`src/rtl/mem_stage_sram_ctrl_pkg.sv`:
```
// mem_stage_sram_ctrl_pkg: shared widths, data base address and FSM state encodings
package mem_stage_sram_ctrl_pkg;
  localparam int WORD_WIDTH = 32;
  localparam int DATA_BASE = 1024;
  typedef enum logic [1:0] {
    IDLE = 2'd0,
    ACCESS = 2'd1,
    DONE = 2'd2
  } state_t;
endpackage

```
`src/rtl/mem_stage_sram_ctrl.sv`:
```
// mem_stage_sram_ctrl: fixed-latency async SRAM access controller that stalls the pipeline
module mem_stage_sram_ctrl #(
  parameter int WORD_WIDTH = mem_stage_sram_ctrl_pkg::WORD_WIDTH,
  parameter int SRAM_ADDR_WIDTH = 18,
  parameter int DATA_BASE = mem_stage_sram_ctrl_pkg::DATA_BASE,
  parameter int WAIT_CYCLES = 4
) (
  input  logic                       clk,
  input  logic                       rst,
  input  logic                       MEM_R_EN,
  input  logic                       MEM_W_EN,
  input  logic [WORD_WIDTH-1:0]      ALU_Res,
  input  logic [WORD_WIDTH-1:0]      Val_Rm,
  output logic                       ready,
  output logic [WORD_WIDTH-1:0]      read_data,
  output logic [SRAM_ADDR_WIDTH-1:0] sram_addr,
  output logic [WORD_WIDTH-1:0]      sram_wdata,
  input  logic [WORD_WIDTH-1:0]      sram_rdata,
  output logic                       sram_we_n,
  output logic                       sram_oe_n
);
  import mem_stage_sram_ctrl_pkg::*;
  localparam logic [3:0] LAST = 4'(WAIT_CYCLES - 1);
  state_t state;
  logic [3:0] cnt;
  logic op_w;
  logic req;
  assign req = MEM_R_EN | MEM_W_EN;
  // Stall upstream while a request is pending or in flight; DONE releases it for one cycle
  assign ready = (state == IDLE) ? ~req : (state == DONE);
  // Strobes follow the state directly so a reset drops them without waiting for a clock
  assign sram_we_n = !(state == ACCESS && op_w);
  assign sram_oe_n = !(state == ACCESS && !op_w);
  // Access FSM: latch the request, count the wait cycles, capture load data on the last one
  always_ff @(posedge clk or negedge rst)
    if (!rst) begin
      state <= IDLE;
      cnt <= '0;
      op_w <= 1'b0;
      read_data <= '0;
      sram_addr <= '0;
      sram_wdata <= '0;
    end else
      case (state)
        IDLE: if (req) begin
          state <= ACCESS;
          cnt <= '0;
          op_w <= MEM_W_EN;
          sram_addr <= SRAM_ADDR_WIDTH'((ALU_Res - WORD_WIDTH'(DATA_BASE)) >> 2);
          sram_wdata <= Val_Rm;
        end
        ACCESS: begin
          cnt <= cnt + 4'd1;
          if (cnt == LAST) begin
            state <= DONE;
            if (!op_w) read_data <= sram_rdata;
          end
        end
        default: state <= IDLE;
      endcase
endmodule

```
`config.mk`:
```
export PLATFORM = sky130hd
export DESIGN_NAME = mem_stage_sram_ctrl
export DESIGN_NICKNAME = d
export VERILOG_FILES = /design/src/rtl/mem_stage_sram_ctrl_pkg.sv /design/src/rtl/mem_stage_sram_ctrl.sv
export SDC_FILE = /design/constraint.sdc
export NUM_CORES = 1
export LEC_CHECK = 0
export BUFFER_PORTS_ARGS = -buffer_cell sky130_fd_sc_hd__buf_2
export CORE_MARGIN = 2
export CORE_UTILIZATION = 45
export DETAILED_ROUTE_END_ITERATION = 6
export PLACE_DENSITY = 0.79
export SLEW_MARGIN = 10
export SYNTH_ARGS = -nofsm -noshare
export SYNTH_HDL_FRONTEND = slang
export SYNTH_SLANG_ARGS = --single-unit
```
`constraint.sdc`:
```
create_clock -name clk -period 2.3 [get_ports clk]
set_clock_uncertainty 0.05 [all_clocks]
set_input_delay 0.345 -clock clk [delete_from_list [all_inputs] [get_ports clk]]
set_output_delay 0.345 -clock clk [all_outputs]
set_load 0.05 [all_outputs]
```
Word-level counts from Yosys, hierarchy flattened
Index checks and enable logic that the tools add are counted.
{"block": "word_totals", "reg_bits": 89, "inputBits": 100, "elab_cells": 33}
{"block": "classes", "add_sub_neg": 2, "eq_ne": 5, "muxes": 6, "bitwise_logic": 3, "reduce_logical": 11}
{"op": "$sub 20x11->20 const B", "count": 1}
{"op": "$pmux 4 s2", "count": 1}
{"op": "$reduce_and 2->1", "count": 3}
{"op": "$add 4x1->4 const B", "count": 1}
{"op": "$eq 4x2->1 const B", "count": 1}
{"op": "$mux 2", "count": 2}
{"op": "$mux 4", "count": 1}
{"op": "$pmux 2 s2", "count": 1}
{"op": "$logic_not 1->1", "count": 3}
{"op": "$reduce_and 3->1", "count": 1}
{"op": "$eq 2x1->1 const B", "count": 1}
{"op": "$eq 2x2->1 const B", "count": 1}
{"op": "$logic_and 1x1->1", "count": 2}
{"op": "$logic_not 2->1", "count": 1}
{"op": "$ne 2x1->1 const B", "count": 1}
{"op": "$ne 2x2->1 const B", "count": 1}
{"op": "$not 1->1", "count": 2}
{"op": "$reduce_bool 2->1", "count": 1}
{"op": "$mux 1", "count": 1}
{"op": "$or 1x1->1", "count": 1}

Logic depth before layout (Yosys ltp)
Gate-level depths: netlist of run 1.
{"block": "logic_depth", "ltp_word": 3, "mapped_depth": 7}

Worst setup path before layout of run 1
Ideal clock, no wire load.
{"block": "synth_timing", "kind": "reg2reg", "start": "reg state[1]", "end": "reg read_data[10]", "setup_ps": 125, "t_arrival_ps": 1697, "required_time_ps": 2125, "path_slack_ps": 428, "path_stages_with_launch": 7, "path_buffers": 2, "period_less_slack_ps": 1872, "cell_sequence": "dfrtp_1 and2b_2 nand2b_2 or2_1 buf_6 buf_12 mux2_4"}
{"block": "synth_between", "elab_chain_len": 2}
{"item": "from (decl)", "line_no": "mem_stage_sram_ctrl.sv:24", "text": "state_t state;"}
{"item": "from (signal assigned)", "line_no": "mem_stage_sram_ctrl.sv:37", "text": "state <= IDLE;"}
{"item": "from (signal assigned)", "line_no": "mem_stage_sram_ctrl.sv:46", "text": "state <= ACCESS;"}
{"item": "from (signal assigned)", "line_no": "mem_stage_sram_ctrl.sv:55", "text": "state <= DONE;"}
{"item": "$eq 2x1->1", "line_no": "mem_stage_sram_ctrl.sv:44", "text": "case (state)"}
{"item": "$reduce_and 3->1 (no line)"}
{"item": "to (signal assigned)", "line_no": "mem_stage_sram_ctrl.sv:56", "text": "if (!op_w) read_data <= sram_rdata;"}
{"item": "to (decl)", "line_no": "mem_stage_sram_ctrl.sv:15", "text": "output logic [WORD_WIDTH-1:0] read_data,"}
Every way passes these cells.
A chain may end at the register's enable or synchronous reset.

Worst setup path after layout of run 1
{"block": "layout_timing", "start": "reg state[0]", "end": "reg read_data[0]"}
Same word-level chain as after synthesis.

==> results.py, run 1 <==
metrics = {
    "timing": {
        "worstMarginPinSlew_ps": 569,
        "finalCritPeriodShare_pct": 84.0,
        "setup-violations-final": 0,
        "fin_setup_tns_ps": 0,
        "slew-limit-headroom_pct": 62.1,
        "fin_crit_ps": 1930,
        "rsz0062_at_grt": "false",
        "fmax_mhz": 518,
        "hold_violations": 0,
        "maxSlewViolCount": 0,
    },
    "yosys": {
        "ys.flop_type": "dfrtp_1",
        "syn_avg_cell_area_um2": 11.2,
        "synth_edf_count": 0,
        "syn_nets": 430,
        "async_flop_share_pct": 100,
        "synth_seq_cells": 89,
        "synthCells": 328,
        "synth_area_leaders": "dfrtp_1 61%, nand2_1 14%, mux2_4 12%",
        "yosys.area.top_type": "dfrtp_1",
        "yosys.area.top_type_share_pct": 60.6,
        "synth_common_cells": "137 x nand2_1, 89 x dfrtp_1, 30 x mux2_4",
        "synth.cell_area_um2": 3670,
        "yosysUniqueCellTypes": 30,
        "synth.yosys.seq_area_share_pct": 60.6,
        "ys_warn_count": 0,
        "yosys.cell_count.top_type": "nand2_1",
    },
    "critical_path": {
        "path_delay_family": "flip-flops",
        "worstSetupStartpointType": "flip-flop",
        "cp_slowest_cell": "dfrtp_1",
        "critPathMaxFanout": 32,
        "rr_worst_depth": 5,
        "cp.required_ps": 2470,
        "cp.arrival_ps": 2110,
        "ff2ff_setup_slack_ps": 370,
        "path_buf_inv": 1,
        "critPathCaptureType": "flip-flop",
        "cp_cell_sequence": "and2b_2 -> nand2b_2 -> or2_2 -> buf_4 -> mux2_2",
        "r2r_end": "read_data[0]",
        "crit_type": "reg -> reg",
        "cpPeakStageDelay_ps": 460,
        "worstReg2RegStart": "state[0]",
    },
    "placed_design": {
        "dpl.hpwl_um": 6420,
        "place_inst": 590,
        "io_buffer_count": 170,
        "gp_congestion": 0.753,
    },
    "min_path": {
        "hp-class": "in -> reg",
        "min_from": "Val_Rm[16]",
        "hold_depth": 3,
        "worstHoldEndpoint": "sram_wdata[16]",
    },
    "global_route": {
        "grt_max_degree": 48,
        "grt_usage_pct": 19.3,
        "grt_pass1_vias": 2689,
        "antenna_found_initial": 0,
        "grt_first_pass_wirelength_um": 13300,
        "grt_overflow": 0,
    },
    "cells_and_area": {
        "seqCellArea_um2": 2230,
        "num_antenna_cells": 0,
        "area_growth_pct": 32.7,
        "multi_input_area_um2": 1320,
        "fillers": 673,
        "nets": 602,
        "fin_cells": 607,
        "drive_above_1_share_pct": 45.7,
    },
    "detailed_routing": {
        "ant_nets": 0,
        "vias": 2817,
        "drtIter0Drc": 81,
        "vias_per_cell": 4.64,
        "wirelength_um": 8660,
        "firstDrtPassIters": 4,
        "drc": 0,
        "wire_per_inst_um": 14.3,
    },
    "floorplanning": {
        "die_h_um": 94.3,
        "die_area_um2": 8900,
        "initial_core_util_pct": 47.0,
        "num_io_pins": 185,
        "rows": 32,
        "die_width_um": 94.3,
        "coreArea_um2": 7810,
    },
    "status": {
        "outcome": "finished, final reports clean",
    },
    "clocking": {
        "cts_tree": "yes",
        "cts_max_level": 3,
        "clockBufferDepth": 2,
        "cts.clk_slew.worst_paths_ps": 90,
        "insertion_delay_ps": 340,
        "numClockSinks": 89,
        "numCtsBuffers": 9,
        "cts_root_buf": "clkbuf_8",
    },
    "run": {
        "drv_cap": 0,
    },
}
==> routing by layer <==
layer / track usage (%) / part of all wire (%)
met4: 7.00 / 1.3
met1: 24.9 / 43
met3: 4.79 / 7.9
met5: 0 / 0
met2: 32.0 / 48
==> worst max-delay path by stage <==
stage | depth (start not counted) | slack (ps) | endpoint | startpoint
3_3_place_gp | 5 | 410 | read_data[0] | state[0]
5_1_grt | 5 | 280 | read_data[0] | state[0]
4_1_cts | 5 | 350 | read_data[0] | state[0]
2_1_floorplan | 6 | 430 | read_data[10] | state[1]
6_report | 5 | 370 | read_data[0] | state[0]
3_5_place_dp | 5 | 380 | read_data[0] | state[0]
==> sequential cells by signal (all words and copies together), names as in the netlist <==
| name | flops |
|---|---|
| cnt | 4 |
| op_w | 1 |
| read_data | 32 |
| sram_addr | 18 |
| sram_wdata | 32 |
| state | 2 |
==> worst register-to-register path, delay by kind of cell (launching register included) <==
kind | cells | cell delay [ps]
buf+inv | 1 | 460
mux | 1 | 420
flops | 1 | 460
simple gates | 3 | 420
==> layout by cell type (no fill, tap or decap), drive strengths merged <==
cell type and n:
clkbuf 9, mux2 33, clkinvlp 1, dlygate4sd3 1, clkinv 1, inv 3
nand2 137, xnor2 2, o21ai 11, or2 2, nand3b 1, nand2b 2
nand4 1, or4 1, or3 1, nor2 11, a31oi 2, and2b 1
buf 176, nand4b 1, nor3 2, nor4 1, nand3 2, a22o 2
ha 2, dfrtp 89, bufinv 4, xor2 5, o31ai 1
==> per-stage QoR <==
stage	setup slack (ps)	hold slack, ps	instance area [um^2]	utilization, %
after floorplan	428	-0.591	3670	-
after global placement	414	316	4600	58.9
after detailed placement	377	326	4600	58.9
after CTS	354	123	4870	62.4
after global routing	279	119	4870	62.4
final	368	138	4870	62.4
==> cell families after synthesis <==
family	synth area share [%]
buffers and inverters	3.48
flip-flops	60.6
AND/OR/NAND/NOR	17.8
adder cells (fa/ha/maj)	0.681
XOR/XNOR	1.67
AO/OA/AOI/OAI	2.52
multiplexers	13.2
==> layout make-up <==
| class | count | share of cell area [%] |
|---|---|---|
| Multi-Input combinational cell | 221 | 27.2 |
| Clock inverter | 7 | 2.90 |
| Clock buffer | 9 | 2.54 |
| Timing Repair Buffer | 177 | 18.9 |
| Inverter | 2 | 0.154 |
| Tap cell | 102 | 2.62 |
| Sequential cell | 89 | 45.7 |
==> timing repair <==
action,4_1_cts,5_1_grt
buffers inserted,0,0
resized for setup,0,0
hold buffers,1,0
hold endpoints to repair,42,0
Power of run 1 is left out: the tool's default activity adds up to more than one toggle a clock period on the data nets, which glitch-free logic cannot reach.
==> run 2, diff against run 1 <==
Settings changed: ABC_AREA set to 1.
Clock period 2.3 ns to 1.8 ns, I/O delays scaled along.
==> run 2 against run 1 <==
Against the previous run: cell count up 15%; critical endpoint is now sram_oe_n; first-iteration DRC count rose by 40%; utilization rose by 0.39 points; largest cell class unchanged; sequential share of layout area is essentially flat; critical path depth is the same; via count up 18%; register-to-register slack got worse by 160 ps; global-route usage increased by 0.33 points; worst hold slack lost 83 ps; non-clock buffer count increased by 1; final area grew 0.10%.
==> results.py, run 2 <==
metrics = {
    "yosys": {
        "yosysUniqueCellTypes": 19,
        "yosys.area_share.simple_pct": 31.1,
        "ys_warn_count": 0,
        "ys.flop_type": "dfrtp_1",
        "synth_top_family_by_area": "simple AND/OR/NAND/NOR gates",
        "synth_edf_count": 0,
        "synthMuxAreaShare_pct": 0,
        "synthCells": 423,
        "async_flop_share_pct": 100,
        "synth.yosys.seq_area_share_pct": 61.3,
        "yosys.area.top_type": "dfrtp_1",
        "synthAdderAreaFrac_pct": 0.688,
        "yosys.area.top_type_share_pct": 61.3,
        "synth_seq_cells": 89,
        "synth_common_cells": "217 x nand2_1, 89 x dfrtp_1, 43 x nand3_1, 16 x buf_2, 16 x inv_1",
        "synth_area_leaders": "dfrtp_1 61%, nand2_1 22%, nand3_1 5.9%",
        "synth_xor_area_share_pct": 0.482,
        "yosys.cell_count.top_type": "nand2_1",
        "synth.cell_area_um2": 3630,
        "syn_avg_cell_area_um2": 8.59,
        "syn_nets": 525,
        "synth_compound_area_share_pct": 2.07,
    },
    "timing": {
        "setup-violations-final": 0,
        "finalCritPeriodShare_pct": 92.7,
        "hold_violations": 0,
        "fmax_mhz": 599,
        "slew-limit-headroom_pct": 69.1,
        "holdWs_ps": 55.0,
        "rsz0062_at_grt": "false",
        "maxSlewViolCount": 0,
        "fin_setup_tns_ps": 0,
        "finalWorstSetupSlack_ps": 132,
        "fin_crit_ps": 1670,
        "worstMarginPinSlew_ps": 464,
    },
    "floorplanning": {
        "rows": 32,
        "initial_core_util_pct": 46.8,
        "die_h_um": 93.9,
        "die_area_um2": 8810,
        "num_io_pins": 185,
        "coreArea_um2": 7770,
        "die_width_um": 93.9,
    },
    "detailed_routing": {
        "vias_per_cell": 4.73,
        "firstDrtPassIters": 4,
        "ant_nets": 0,
        "vias": 3314,
        "wire_per_inst_um": 12.0,
        "wirelength_um": 8410,
        "drc": 0,
        "drtIter0Drc": 113,
    },
    "global_route": {
        "grt_usage_pct": 19.7,
        "grt_first_pass_wirelength_um": 13700,
        "grt_overflow": 0,
        "grt_max_degree": 90,
        "grt_pass1_vias": 3110,
        "antenna_found_initial": 0,
    },
    "cells_and_area": {
        "nets": 695,
        "fillers": 689,
        "drive_above_1_share_pct": 33.4,
        "top_regs": "read_data (32), sram_wdata (32), sram_addr (18)",
        "layout_common_cells": "217 x nand2_1, 169 x buf_2, 89 x dfrtp_1",
        "final_common_cell": "nand2_1",
        "final_util_pct": 62.8,
        "num_antenna_cells": 0,
        "area_growth_pct": 34.2,
    },
    "critical_path": {
        "cp.depth": 5,
        "crit_type": "reg -> out",
        "cpPeakStageDelay_ps": 380,
        "cp.required_ps": 1480,
        "ff2ff_setup_slack_ps": 210,
        "rr_worst_depth": 6,
        "path_delay_family": "flip-flops",
        "cp_slowest_cell": "dfrtp_1",
        "worstSetupStartpointType": "flip-flop",
        "critPathMaxFanout": 8,
        "cp_cell_sequence": "inv_2 -> nand2_4 -> nor2_4 -> inv_1 -> buf_2",
        "cp.arrival_ps": 1350,
        "path_buf_inv": 3,
        "critPathCaptureType": "output pin",
    },
    "clocking": {
        "clockBufferDepth": 2,
        "cts_setup_buffers": 0,
        "numCtsBuffers": 9,
        "cts_root_buf": "clkbuf_8",
        "cts.clk_slew.worst_paths_ps": 90,
        "cts_max_level": 3,
        "insertion_delay_ps": 340,
        "cts_tree": "yes",
        "numClockSinks": 89,
    },
    "run": {
        "drv_cap": 0,
    },
    "placed_design": {
        "io_buffer_count": 170,
        "dpl.hpwl_um": 6120,
        "pre_cts_ws_ps": 160,
        "gp_congestion": 0.752,
    },
    "min_path": {
        "hp-class": "in -> reg",
        "hold_depth": 3,
    },
    "status": {
        "outcome": "finished, final reports clean",
    },
}
run 2: cell types whose count changed after synthesis, moves of 3 or more:
| cell | change |
|---|---|
| a21oi_1 | +5 |
| inv_1 | +14 |
| nand3_1 | +41 |
| clkbuf_1 | -8 |
| xor2_1 | -4 |
| mux2_4 | -30 |
| buf_2 | +16 |
| mux2_2 | -3 |
| buf_12 | -3 |
| nand2_1 | +80 |
run 2: cells by family (layout without fill, tap and decap cells):
kind of cell               count (synthesis)  after routing
and+or+nand+nor                          278            278
DFF                                       89             89
buffers and inverters                     37            212
AOI/OAI and AO/OA                         15             15
adders and majority gates                  2              2
xor gates and xnor gates                   2              2
run 2: routing by layer:
layer	part of all wire, %	GRT usage, %	wire length (um)
met3	9.8	6.02	826
met5	0	0	0
met1	43	23.3	3590
met2	46	33.5	3840
met4	1.8	7.85	153
run 2: path summary, 6_finish.rpt:
kind | start | end
worst max-delay path | state[1] | sram_oe_n
worst min-delay path | Val_Rm[20] | sram_wdata[20]
worst max register to register | cnt[0] | read_data[1]
worst min register to register | read_data[5] | read_data[5]
max in group asynchronous | rst | cnt[0]
min in group asynchronous | rst | read_data[1]
run 2: tightest hold or removal path: cells and delay by family:
family        cells  cell delay [ps]
simple gates      2               80
buf+inv           1               70
run 2: through the flow:
stage | area (um^2) | cells
2_1_floorplan | 3630 | 423
3_3_place_gp | 4610 | 683
3_5_place_dp | 4610 | 683
4_1_cts | 4870 | 700
5_1_grt | 4880 | 700
6_report | 4880 | 700
run 2: final cells by class:
class | instances | area, um^2 | area share (%)
flip-flops and latches | 89 | 2230 | 45.7
multi-input cells | 297 | 1260 | 25.8
repair buffers | 178 | 953 | 19.5
well taps | 102 | 128 | 2.62
clock buffers | 9 | 124 | 2.54
clock inverters | 7 | 119 | 2.44
inverters | 18 | 67.6 | 1.39
run 2: repair_timing:
action	4_1_cts	5_1_grt
setup endpoints to repair	0	17
hold buffers	1	0
hold endpoints to repair	89	0
gates resized for setup	0	2
Power of run 2 is left out for the same reason.
